<file path="src/rtl/mem_stage.sv">
// rtl/mem_stage.sv - memory-access stage: dmem request/ack handshake and load formatting
//
// Sits between the execute ALU and writeback; handles one instruction at a time.
// Ports:
//   clk, rst_n                     clock, synchronous active-low reset
//   ex_valid / ex_ready            instruction handshake from execute (ready only in IDLE)
//   ex_alu_out, ex_store_data      address-or-result, store source value
//   ex_funct3, ex_mem_read/write   access size/sign and access kind
//   ex_rd, ex_reg_write            destination register and its write enable
//   dmem_req/we/addr/wdata/be      data-memory request, held until dmem_ack
//   dmem_ack, dmem_rdata           memory completion and read word
//   wb_valid, wb_rd, wb_data,      registered writeback record, wb_valid pulses once
//   wb_reg_write                   per retired instruction
//   mem_err                        one-cycle pulse for a rejected memory access
module mem_stage #(
  parameter int XLEN = 32
) (
  input  logic            clk,
  input  logic            rst_n,
  input  logic            ex_valid,
  output logic            ex_ready,
  input  logic [XLEN-1:0] ex_alu_out,
  input  logic [XLEN-1:0] ex_store_data,
  input  logic [2:0]      ex_funct3,
  input  logic            ex_mem_read,
  input  logic            ex_mem_write,
  input  logic [4:0]      ex_rd,
  input  logic            ex_reg_write,
  output logic            dmem_req,
  output logic            dmem_we,
  output logic [XLEN-1:0] dmem_addr,
  output logic [XLEN-1:0] dmem_wdata,
  output logic [3:0]      dmem_be,
  input  logic            dmem_ack,
  input  logic [XLEN-1:0] dmem_rdata,
  output logic            wb_valid,
  output logic [4:0]      wb_rd,
  output logic [XLEN-1:0] wb_data,
  output logic            wb_reg_write,
  output logic            mem_err
);

  typedef enum logic {IDLE, REQ} state_t;

  state_t            state_q, state_d;
  logic              dmem_req_q, dmem_req_d;
  logic              dmem_we_q, dmem_we_d;
  logic [XLEN-1:0]   dmem_addr_q, dmem_addr_d;
  logic [XLEN-1:0]   dmem_wdata_q, dmem_wdata_d;
  logic [3:0]        dmem_be_q, dmem_be_d;
  logic              wb_valid_q, wb_valid_d;
  logic [4:0]        wb_rd_q, wb_rd_d;
  logic [XLEN-1:0]   wb_data_q, wb_data_d;
  logic              wb_reg_write_q, wb_reg_write_d;
  logic              mem_err_q, mem_err_d;
  // Context of the in-flight access, needed to retire it when the ack arrives.
  logic [4:0]        rd_cap_q, rd_cap_d;
  logic [2:0]        f3_cap_q, f3_cap_d;
  logic [1:0]        off_cap_q, off_cap_d;
  logic              rw_cap_q, rw_cap_d;

  logic [1:0]        off;
  logic              is_mem;
  logic              f3_illegal;
  logic              misaligned;
  logic              acc_err;
  logic [3:0]        be_calc;
  logic [XLEN-1:0]   wdata_calc;
  logic [XLEN-1:0]   lane;
  logic [XLEN-1:0]   load_fmt;

  assign off        = ex_alu_out[1:0];
  assign is_mem     = ex_mem_read | ex_mem_write;
  assign f3_illegal = (ex_funct3 == 3'b011) || (ex_funct3 == 3'b110) || (ex_funct3 == 3'b111);
  assign misaligned = ((ex_funct3[1:0] == 2'b01) && off[0]) ||
                      ((ex_funct3[1:0] == 2'b10) && (off != 2'b00));
  assign acc_err    = (ex_mem_read & ex_mem_write) | f3_illegal | misaligned;

  // funct3[1:0] encodes the size for both signed and unsigned variants.
  always_comb begin
    be_calc    = 4'b1111;
    wdata_calc = ex_store_data;
    case (ex_funct3[1:0])
      2'b00: begin
        be_calc    = 4'b0001 << off;
        wdata_calc = {4{ex_store_data[7:0]}};
      end
      2'b01: begin
        be_calc    = 4'b0011 << off;
        wdata_calc = {2{ex_store_data[15:0]}};
      end
      default: ;
    endcase
  end

  // Shift the addressed byte/half down to bit 0, then extend.
  assign lane = dmem_rdata >> {off_cap_q, 3'b000};

  always_comb begin
    load_fmt = lane;
    case (f3_cap_q)
      3'b000:  load_fmt = {{24{lane[7]}}, lane[7:0]};
      3'b001:  load_fmt = {{16{lane[15]}}, lane[15:0]};
      3'b100:  load_fmt = {24'd0, lane[7:0]};
      3'b101:  load_fmt = {16'd0, lane[15:0]};
      default: load_fmt = lane;
    endcase
  end

  always_comb begin
    state_d        = state_q;
    dmem_req_d     = dmem_req_q;
    dmem_we_d      = dmem_we_q;
    dmem_addr_d    = dmem_addr_q;
    dmem_wdata_d   = dmem_wdata_q;
    dmem_be_d      = dmem_be_q;
    wb_valid_d     = 1'b0;
    wb_rd_d        = wb_rd_q;
    wb_data_d      = wb_data_q;
    wb_reg_write_d = wb_reg_write_q;
    mem_err_d      = 1'b0;
    rd_cap_d       = rd_cap_q;
    f3_cap_d       = f3_cap_q;
    off_cap_d      = off_cap_q;
    rw_cap_d       = rw_cap_q;
    case (state_q)
      IDLE: begin
        if (ex_valid) begin
          if (!is_mem) begin
            wb_valid_d     = 1'b1;
            wb_rd_d        = ex_rd;
            wb_data_d      = ex_alu_out;
            wb_reg_write_d = ex_reg_write & (ex_rd != 5'd0);
          end else if (acc_err) begin
            mem_err_d      = 1'b1;
            wb_valid_d     = 1'b1;
            wb_rd_d        = ex_rd;
            wb_data_d      = '0;
            wb_reg_write_d = 1'b0;
          end else begin
            state_d      = REQ;
            dmem_req_d   = 1'b1;
            dmem_we_d    = ex_mem_write;
            dmem_addr_d  = {ex_alu_out[XLEN-1:2], 2'b00};
            dmem_be_d    = be_calc;
            dmem_wdata_d = wdata_calc;
            rd_cap_d     = ex_rd;
            f3_cap_d     = ex_funct3;
            off_cap_d    = off;
            rw_cap_d     = ex_reg_write;
          end
        end
      end
      REQ: begin
        if (dmem_ack) begin
          state_d    = IDLE;
          dmem_req_d = 1'b0;
          dmem_we_d  = 1'b0;
          dmem_be_d  = 4'b0000;
          wb_valid_d = 1'b1;
          wb_rd_d    = rd_cap_q;
          if (dmem_we_q) begin
            wb_data_d      = '0;
            wb_reg_write_d = 1'b0;
          end else begin
            wb_data_d      = load_fmt;
            wb_reg_write_d = rw_cap_q & (rd_cap_q != 5'd0);
          end
        end
      end
      default: state_d = IDLE;
    endcase
  end

  always_ff @(posedge clk) begin
    if (!rst_n) begin
      state_q        <= IDLE;
      dmem_req_q     <= 1'b0;
      dmem_we_q      <= 1'b0;
      dmem_addr_q    <= '0;
      dmem_wdata_q   <= '0;
      dmem_be_q      <= 4'b0000;
      wb_valid_q     <= 1'b0;
      wb_rd_q        <= 5'd0;
      wb_data_q      <= '0;
      wb_reg_write_q <= 1'b0;
      mem_err_q      <= 1'b0;
      rd_cap_q       <= 5'd0;
      f3_cap_q       <= 3'd0;
      off_cap_q      <= 2'd0;
      rw_cap_q       <= 1'b0;
    end else begin
      state_q        <= state_d;
      dmem_req_q     <= dmem_req_d;
      dmem_we_q      <= dmem_we_d;
      dmem_addr_q    <= dmem_addr_d;
      dmem_wdata_q   <= dmem_wdata_d;
      dmem_be_q      <= dmem_be_d;
      wb_valid_q     <= wb_valid_d;
      wb_rd_q        <= wb_rd_d;
      wb_data_q      <= wb_data_d;
      wb_reg_write_q <= wb_reg_write_d;
      mem_err_q      <= mem_err_d;
      rd_cap_q       <= rd_cap_d;
      f3_cap_q       <= f3_cap_d;
      off_cap_q      <= off_cap_d;
      rw_cap_q       <= rw_cap_d;
    end
  end

  assign ex_ready     = (state_q == IDLE);
  assign dmem_req     = dmem_req_q;
  assign dmem_we      = dmem_we_q;
  assign dmem_addr    = dmem_addr_q;
  assign dmem_wdata   = dmem_wdata_q;
  assign dmem_be      = dmem_be_q;
  assign wb_valid     = wb_valid_q;
  assign wb_rd        = wb_rd_q;
  assign wb_data      = wb_data_q;
  assign wb_reg_write = wb_reg_write_q;
  assign mem_err      = mem_err_q;

endmodule

</file>
<file path="config.mk">
export PLATFORM = sky130hd
export DESIGN_NAME = mem_stage
export DESIGN_NICKNAME = d
export VERILOG_FILES = /design/src/rtl/mem_stage.sv
export SDC_FILE = /design/constraint.sdc
export NUM_CORES = 1
export LEC_CHECK = 0
export BUFFER_PORTS_ARGS = -buffer_cell sky130_fd_sc_hd__buf_2
export CAP_MARGIN = 15
export CELL_PAD_IN_SITES_DETAIL_PLACEMENT = 0
export CELL_PAD_IN_SITES_GLOBAL_PLACEMENT = 1
export CORE_MARGIN = 2
export CORE_UTILIZATION = 30
export DETAILED_ROUTE_END_ITERATION = 8
export PLACE_DENSITY_LB_ADDON = 0.1
export REMOVE_ABC_BUFFERS = 1
export SYNTH_ARGS = -nofsm -noshare
export SYNTH_HDL_FRONTEND = slang
export SYNTH_SLANG_ARGS = --single-unit
</file>
<file path="constraint.sdc">
create_clock -name clk -period 4.4 [get_ports clk]
set_clock_uncertainty 0.15 [all_clocks]
set_input_delay 0.88 -clock clk [delete_from_list [all_inputs] [get_ports clk]]
set_output_delay 0.88 -clock clk [all_outputs]
set_load 0.03 [all_outputs]
</file>
After elaboration in Yosys (flattened, before gate mapping) --
Index checks and enable logic that the tools add are counted.
Cells by class: eq/ne operators 13, shifts and indexed selects 3, multiplexer cells 44, bitwise operators 11, reduce and logical (&&, ||, !) cells 14
Operator list (count):
- 32-bit two-way mux | 5
- 32-bit one-hot mux with 2 select lines | 2
- 32-bit one-hot mux with 4 select lines | 1
- 32-bit by 5-bit right shift with 32-bit output | 1
- 1-bit two-way mux | 20
- 5-bit two-way mux | 4
- 4-bit two-way mux | 4
- 4-bit one-hot mux with 2 select lines | 2
- 3-bit == test, second input constant | 4
- 1-bit one-hot mux with 2 select lines | 5
- 5-bit one-hot mux with 2 select lines | 1
- 5-bit nonzero test | 2
- 4-bit AND reduction | 2
- 2-bit != test, second input constant | 3
- 1-bit NOT | 5
- 4-bit OR reduction | 1
- 1-bit by 2-bit left shift with 4-bit output, first input constant | 1
- 2-bit by 2-bit left shift with 4-bit output, first input constant | 1
- 1-bit bitwise AND | 3
- 3-bit by 1-bit == test with 1-bit output, second input constant | 1
- 3-bit by 2-bit == test with 1-bit output, second input constant | 1
- 3-bit logical NOT | 1
- 1-bit logical OR | 3
- 3-bit by 2-bit != test with 1-bit output, second input constant | 1
- 8 further kinds | 11
Word-level totals: register bits after elaboration 120, bits of input ports 111, output and inout bits 111, logic and storage cells 100

Longest topological paths before layout --
Gate-level depths: netlist of run 1.
depth in word-level cells 9, gate-level depth with buffers 7

Least setup slack after synthesis of run 1 --
No wires, ideal clock.
path type input-to-reg, start input port ex_alu_out[1], end register wb_data_q[10], in the netlist wb_data[10], data arrival time 2.070 ns, slack 2.034 ns, cell stages on the path 7, buffers on the path 3, path through buf_6 nor4_4 o21ai_1 buf_2 buf_6 a211oi_2 a211oi_2
Between the ends: longest elaborated chain between the ends 6
Ends and longest elaborated chain:
- start: declaration | RTL line 22 | input logic [XLEN-1:0] ex_alu_out,
- 2-bit nonzero test | RTL line 76 | ((ex_funct3[1:0] == 2'b10) && (off != 2'b00));
- 1-bit logical AND | RTL line 76
- 1-bit logical OR | RTL line 75 | assign misaligned = ((ex_funct3[1:0] == 2'b01) && off[0]) ||
- 1-bit OR | RTL line 77 | assign acc_err = (ex_mem_read & ex_mem_write) | f3_illegal | misaligned;
- 3-bit by 2-bit != test with 1-bit output (no line)
- 3-bit AND reduction (no line)
- end signal: assignment | RTL line 201 | wb_data_q <= wb_data_d;
- end: declaration | RTL line 53 | logic [XLEN-1:0] wb_data_q, wb_data_d;
Every way passes these cells. A chain may end at the register's enable or synchronous reset.

Final worst setup path of run 1 --
start register state_q, end register wb_data_q[30], in the netlist wb_data[30]
Between the ends: longest elaborated chain between the ends 3
Ends and longest elaborated chain:
- start: declaration | RTL line 45 | state_t state_q, state_d;
- start signal: assignment | RTL line 193 | state_q <= state_d;
- 1-bit NOT
- 3-bit by 2-bit != test with 1-bit output (no line) / 2-bit != test (equally long branches)
- 3-bit AND reduction (no line)
Parallel ways exist; a longest one is shown, timed or not.

==> results of run 1 <==
## worst max-delay path: stages, from the launching register on
cell and delay (ns):
dfxtp_1 0.79, nand4bb_1 0.59, nor2_1 0.74, a22oi_1 0.14, a311oi_1 0.30
## cell families (layout without fill, tap and decap cells)
logic type                 after synthesis  count (layout)
AOI/OAI and AO/OA                      234             234
and+or+nand+nor                        210             210
buffers and inverters                   77             267
adders and majority gates                1               1
DFF                                    120             120
other                                    1               3
xor gates and xnor gates                 1               1
muxes                                   41              41
## final timing paths
kind | depth (start not counted) | start | slack, ns | to
setup / recovery | 4 | state_q | 1.58 | wb_data[30]
hold / removal | 2 | dmem_wdata[31] | 0.30 | dmem_wdata[31]
setup reg to reg | 4 | state_q | 1.58 | wb_data[30]
hold reg to reg | 2 | dmem_wdata[31] | 0.30 | dmem_wdata[31]
## final cells by class
type,count,area [um2]
flip-flops and latches,120,2404
well taps,265,331.6
diodes,1,2.502
fillers,2054,11670
inverters,3,13.76
repair buffers,232,1219
clock inverters,10,188.9
multi-input cells,489,3204
clock buffers,22,494.2
## power breakdown
group	total (mW)	switching [mW]	leakage, nW	internal (mW)
sequential	1.20	0.0456	0.981	1.15
combinational	0.600	0.393	1.83	0.207
clock	1.62	0.534	0.333	1.08
total	3.42	0.973	3.15	2.44
## layout by cell type (no fill, tap or decap), types with 3 or more instances in the layout
cell       instances
a211o_1            7
a22oi_1            9
dfxtp_1          119
nor2b_1            8
nand3_1            5
nor3_1             3
a32oi_1           15
nand3b_1           9
a211oi_2          40
nand2_1          140
a211oi_1          26
bufinv_16          5
a311oi_1          26
o21ai_0           20
nor2_1            32
buf_2            219
clkbuf_8           5
clkbuf_16         17
mux2i_1           40
buf_4             11
o211ai_1          11
clkinv_4           3
a21oi_1           74
## per-stage QoR
step	hold WS [ns]	TNS, ns	total power [mW]	setup slack (ns)
3_5_place_dp	0.2930	0	1.828	1.211
6_report	0.2996	0	3.418	1.578
2_1_floorplan	0.2868	-84.23	1.590	-0.8891
4_1_cts	0.3011	0	3.459	1.460
3_3_place_gp	0.2885	0	1.818	1.339
5_1_grt	0.3138	0	3.553	1.256
## cells in the mapped netlist
| cell | number | area share |
|---|---|---|
| nor2_1 | 33 | 0.021 |
| nor3_2 | 1 | 0.0017 |
| buf_6 | 13 | 0.024 |
| a211oi_2 | 40 | 0.084 |
| inv_1 | 3 | 0.0019 |
| nor2b_1 | 9 | 0.0094 |
| mux2i_1 | 40 | 0.067 |
| o21ai_0 | 20 | 0.017 |
| buf_4 | 4 | 0.0050 |
| o211a_1 | 2 | 0.0033 |
| nor2_2 | 1 | 0.0010 |
| clkbuf_1 | 31 | 0.019 |
| and2_1 | 1 | 0.0010 |
| o211ai_2 | 1 | 0.0021 |
| nor4_4 | 1 | 0.0036 |
| xor2_1 | 1 | 0.0015 |
| nand4bb_1 | 1 | 0.0019 |
| a22oi_1 | 9 | 0.011 |
| a311oi_1 | 26 | 0.038 |
| a21oi_2 | 1 | 0.0015 |
| nand3b_1 | 9 | 0.011 |
| o211ai_1 | 11 | 0.014 |
| conb_1 | 1 | 0.00063 |
| a21oi_1 | 74 | 0.062 |
| a32oi_1 | 15 | 0.022 |
| nor4_2 | 1 | 0.0021 |
| and3_1 | 1 | 0.0010 |
| dfxtp_1 | 120 | 0.40 |
| nor3_1 | 3 | 0.0025 |
| buf_1 | 2 | 0.0013 |
| a211o_1 | 7 | 0.010 |
| o21ai_1 | 1 | 0.00084 |
| nand3_1 | 5 | 0.0042 |
| maj3_1 | 1 | 0.0017 |
| a21o_1 | 1 | 0.0013 |
| a211oi_1 | 26 | 0.033 |
| nand2_1 | 140 | 0.088 |
| mux4_2 | 1 | 0.0038 |
| buf_2 | 24 | 0.020 |
| or4_1 | 2 | 0.0025 |
| or2_2 | 1 | 0.0010 |
| nand2b_1 | 1 | 0.0010 |
## sequential cells by signal, summed over array words and instances (netlist names)
name	count
wb_data	32
dmem_wdata	32
dmem_addr	30
dmem_be	4
f3_cap_q	3
wb_valid	1
dmem_req	1
rd_cap_q	5
wb_rd	5
mem_err	1
dmem_we	1
wb_reg_write	1
rw_cap_q	1
state_q	1
off_cap_q	2
## per-layer routing
metal  GRT usage  vias up  routed length (um)
li1            -     2848                   -
met1      0.2537     2756                9454
met2      0.3225      169                9847
met3     0.05157       16                1204
met4     0.05147        2                 196
met5           0        -                  13
==> results.md, run 1 <==
- Run status: finished clean
- GP Congestion: 0.7605
- Buffers on Ports: 219
- Relative slew slack: 0.3800
- Drt first-iter violations: 311
- Post-DP Area: 7172 um2
- Initial antenna violation count: 2
- Pin count of the biggest net entering global routing: 70
- Post-synthesis adder-cell area fraction: 0.001673
- Layout cell share with drive strength beyond 1: 0.3642
- CTS buffer count: 17
- Area grow syn2layout: 31.30%
- Core area: 19530 um2
- Util after Layout: 0.4024
- HP Class: flip-flop to flip-flop
- Remaining DRCs: 0
- Fmax achieved: 354.4 MHz
- Synthesized area: 5984 um2
- Clk buf depth: 2
- Fin. Hold Viols: 0
- CP Capture Type: flip-flop
- Post-Syn Instances: 685
- Max Slew Vio Count: 0
- Crit share post-route: 0.6413
- CTS tree: done
- Post-CTS Setup Inserts: 0
- Routed WL per cell: 18.14 um
- RSZ-0062 raised after global routing: no
- DRT Pass-1 Iters: 5
- Initial Util: 0.3065
- Clock slew at reported path FFs: 0.06 ns
- First-pass GRT wire length: 32720 um
- Post-CTS sizing: 0
- Cell Rows: 51
- PD cells: 435.0 nW/um2
- Crit Path Max Fanout: 12
- Critical path class: flip-flop to flip-flop
- Fin area: 7858 um2
- Vias in the first global route: 5846
- Clock Root Buffer: clkbuf_16
- Die W: 145.2 um
- Leak: 3.146 nW
- Compound-cell area share of the yosys netlist: 0.2992
- Synth Area in Simple Gates: 0.1528
- Seq cells post-synth: 120
- Die span in y: 145.2 um
- GRT Util Overall: 0.1956
- Post-Synth XOR/XNOR Area: 0.001464
- Clk sinks: 120
- Final setup violation count: 0
- Detail Route Antenna Nets: 0
- Worst VDD drop: 0.0002626 V
- Post-Route WL: 20720 um
- Avg Cell Area, Syn: 8.736 um2
- Final std cells w/o fill: 1142
- Yosys warns: 0
- # hold bufs at CTS: 0
- CP required: 4.57 ns
- Die area: 21090 um2
- Hpwl dp: 14030 um
- Post-synth cell types: 42
- Fin crit period: 2.822 ns
- Via count: 5791
- Clk Latency, worst-skew pair: 0.41 ns
- Crit start category: flip-flop
- H-tree Lvls: 4
- Final #Nets: 974
- Placed cell count: 1109
- Largest family of logic cells by synthesized area: compound AO/OA/AOI/OAI gates
- Drt via density: 5.071
- Worst-margin pin slew: 0.9300 ns
- Share of the yosys chip area belonging to registers: 0.4014
- GRT Residual Overflow: 0
- Multiplexer share of the synthesized area: 0.07067
- I/O pin count: 222
- Max-cap violation count: 0
- Arr. time, crit path: 2.99 ns
Power figures use the tool's default switching activity.
==> run 2: changes to the inputs <==
Clock period 4.4 ns to 2.5 ns, I/O delays scaled along.
==> run 2 against run 1 <==
- wire length decreased by 1.2%
- combinational power increased by 83%
- die area unchanged
- critical endpoint is now dmem_wdata[15]
- largest power group unchanged
- worst hold slack got worse by 0.11 ns
- sequential share of layout area decreased by 0.57 points
- largest cell class unchanged
- core utilization increased by 0.77 points
- highest routed layer unchanged
==> results.md, run 2 (synthesis results as in run 1) <==
- Cell depth of the worst setup path: 6
- Post-CTS sizing: 0
- Clock slew at reported path FFs: 0.06 ns
- Final std cells w/o fill: 1160
- Placed cell count: 1128
- Max Slew Vio Count: 0
- Pin count of the biggest net entering global routing: 60
- Setup TNS: 0 ns
- Arr. time, crit path: 2.43 ns
- Vias in the first global route: 5827
- I/O pin count: 222
- Post-CTS Setup Inserts: 0
- # diodes: 0
- Final #Nets: 993
- CP top delay family: compound AO/OA/AOI/OAI gates
- Crit share post-route: 0.9066
- HP Class: primary input to flip-flop
- Clk Latency, worst-skew pair: 0.41 ns
- Final setup violation count: 0
- Crit Path Max Fanout: 41
- Die W: 145.2 um
- CP Capture Type: flip-flop
- GP Congestion: 0.7903
- Reg-to-Reg End: dmem_wdata[15]
- Critical path class: flip-flop to flip-flop
- Reg2reg start: state_q
- Area grow syn2layout: 33.81%
- Detail Route Antenna Nets: 0
- Run status: finished clean
- Util after Layout: 0.4101
- Hpwl dp: 14480 um
- Commonest non-fill, non-tap cell in the layout: buf_2
- Max-cap violation count: 0
- Fin area: 8008 um2
- GRT Residual Overflow: 0
- GRT Util Overall: 0.1930
- Cell Chain, Critical Path: nor2b_4 -> buf_4 -> o211a_4 -> buf_12 -> nor2_1 -> a311oi_1
- R2r setup slk: 0.23 ns
- CTS buffer count: 17
- Pwr Total: 5.669 mW
- Die area: 21090 um2
- PnR worst setup slack: 0.2334 ns
- Worst-path cell with the longest stage delay: buf_4
- Via count: 5881
- Worst-margin pin slew: 1.038 ns
- Buffers on Ports: 219
- Fin crit period: 2.267 ns
- Crit. Startpoint: state_q
- Crit start category: flip-flop
- Drt via density: 5.070
- First-pass GRT wire length: 32450 um
- Place WS: -0.005039 ns
- Hold WS: 0.1872 ns
- Layout cell share with drive strength beyond 1: 0.3765
- Drt first-iter violations: 216
- RSZ-0062 raised after global routing: no
- Relative slew slack: 0.3066
- Worst VDD drop: 0.0004570 V
- CP required: 2.66 ns
- Core area: 19530 um2
- Leak: 3.221 nW
- Post-DP Area: 7415 um2
- PD cells: 707.9 nW/um2
- Clk sinks: 120
- Remaining DRCs: 0
- Worst Setup EP: dmem_wdata[15]
- Post-Route WL: 20460 um
- Cell Rows: 51
- Min-delay src: ex_alu_out[20]
- Most frequent cells in the layout: buf_2 (219), nand2_1 (140), dfxtp_1 (119), a21oi_1 (74)
- Worst-case reg-to-reg path depth: 6
- Initial Util: 0.3065
- Fmax achieved: 441.2 MHz
- CTS tree: done
- Buffer and inverter count on the worst path: 2
- Die span in y: 145.2 um
- DRT Pass-1 Iters: 4
- Routed WL per cell: 17.64 um
- Initial antenna violation count: 1
- Fin. Hold Viols: 0
- H-tree Lvls: 4
- Worst stage delay on the critical path: 0.49 ns
- Clock Root Buffer: clkbuf_16
- # hold bufs at CTS: 0
- Clk buf depth: 2
==> run 2: worst min-delay path by stage <==
stage	to	slack, ns	depth (start not counted)
floorplan	rw_cap_q	0.29	2
global placement	dmem_addr[19]	0.29	2
detailed placement	dmem_addr[19]	0.30	2
CTS	rd_cap_q[0]	0.17	3
global route	dmem_addr[29]	0.18	3
finish	dmem_addr[20]	0.19	3
==> run 2: worst register-to-register path: stages, from the launching register on <==
cell and delay [ns]:
dfxtp_1 0.39, nor2b_4 0.14, buf_4 0.49, o211a_4 0.48, buf_12 0.21, nor2_1 0.05
a311oi_1 0.25
==> run 2: metal layers <==
layer | share of wire | wire length (um) | vias up | GRT usage
li1 | - | - | 2902 | -
met1 | 0.47 | 9606 | 2792 | 0.2568
met2 | 0.46 | 9497 | 166 | 0.3090
met3 | 0.053 | 1089 | 19 | 0.05031
met4 | 0.012 | 254 | 2 | 0.05392
met5 | 0.00064 | 13 | - | 0
==> run 2: area by class of cell <==
cell class,count,area (um2)
fill,2022,11520
multi-input combinational,489,3204
sequential,120,2404
timing repair buffer,251,1461
clock buffer,21,470.5
tap,265,331.6
clock inverter,11,122.6
inverter,3,13.76
==> run 2: where the power goes <==
part           total (mW)  internal [mW]  leakage [nW]  switching [mW]
Combinational        1.10          0.399          1.96           0.705
Clock                2.46           1.54         0.281           0.917
Sequential           2.11           2.03         0.981          0.0729
Total                5.67           3.97          3.22            1.69
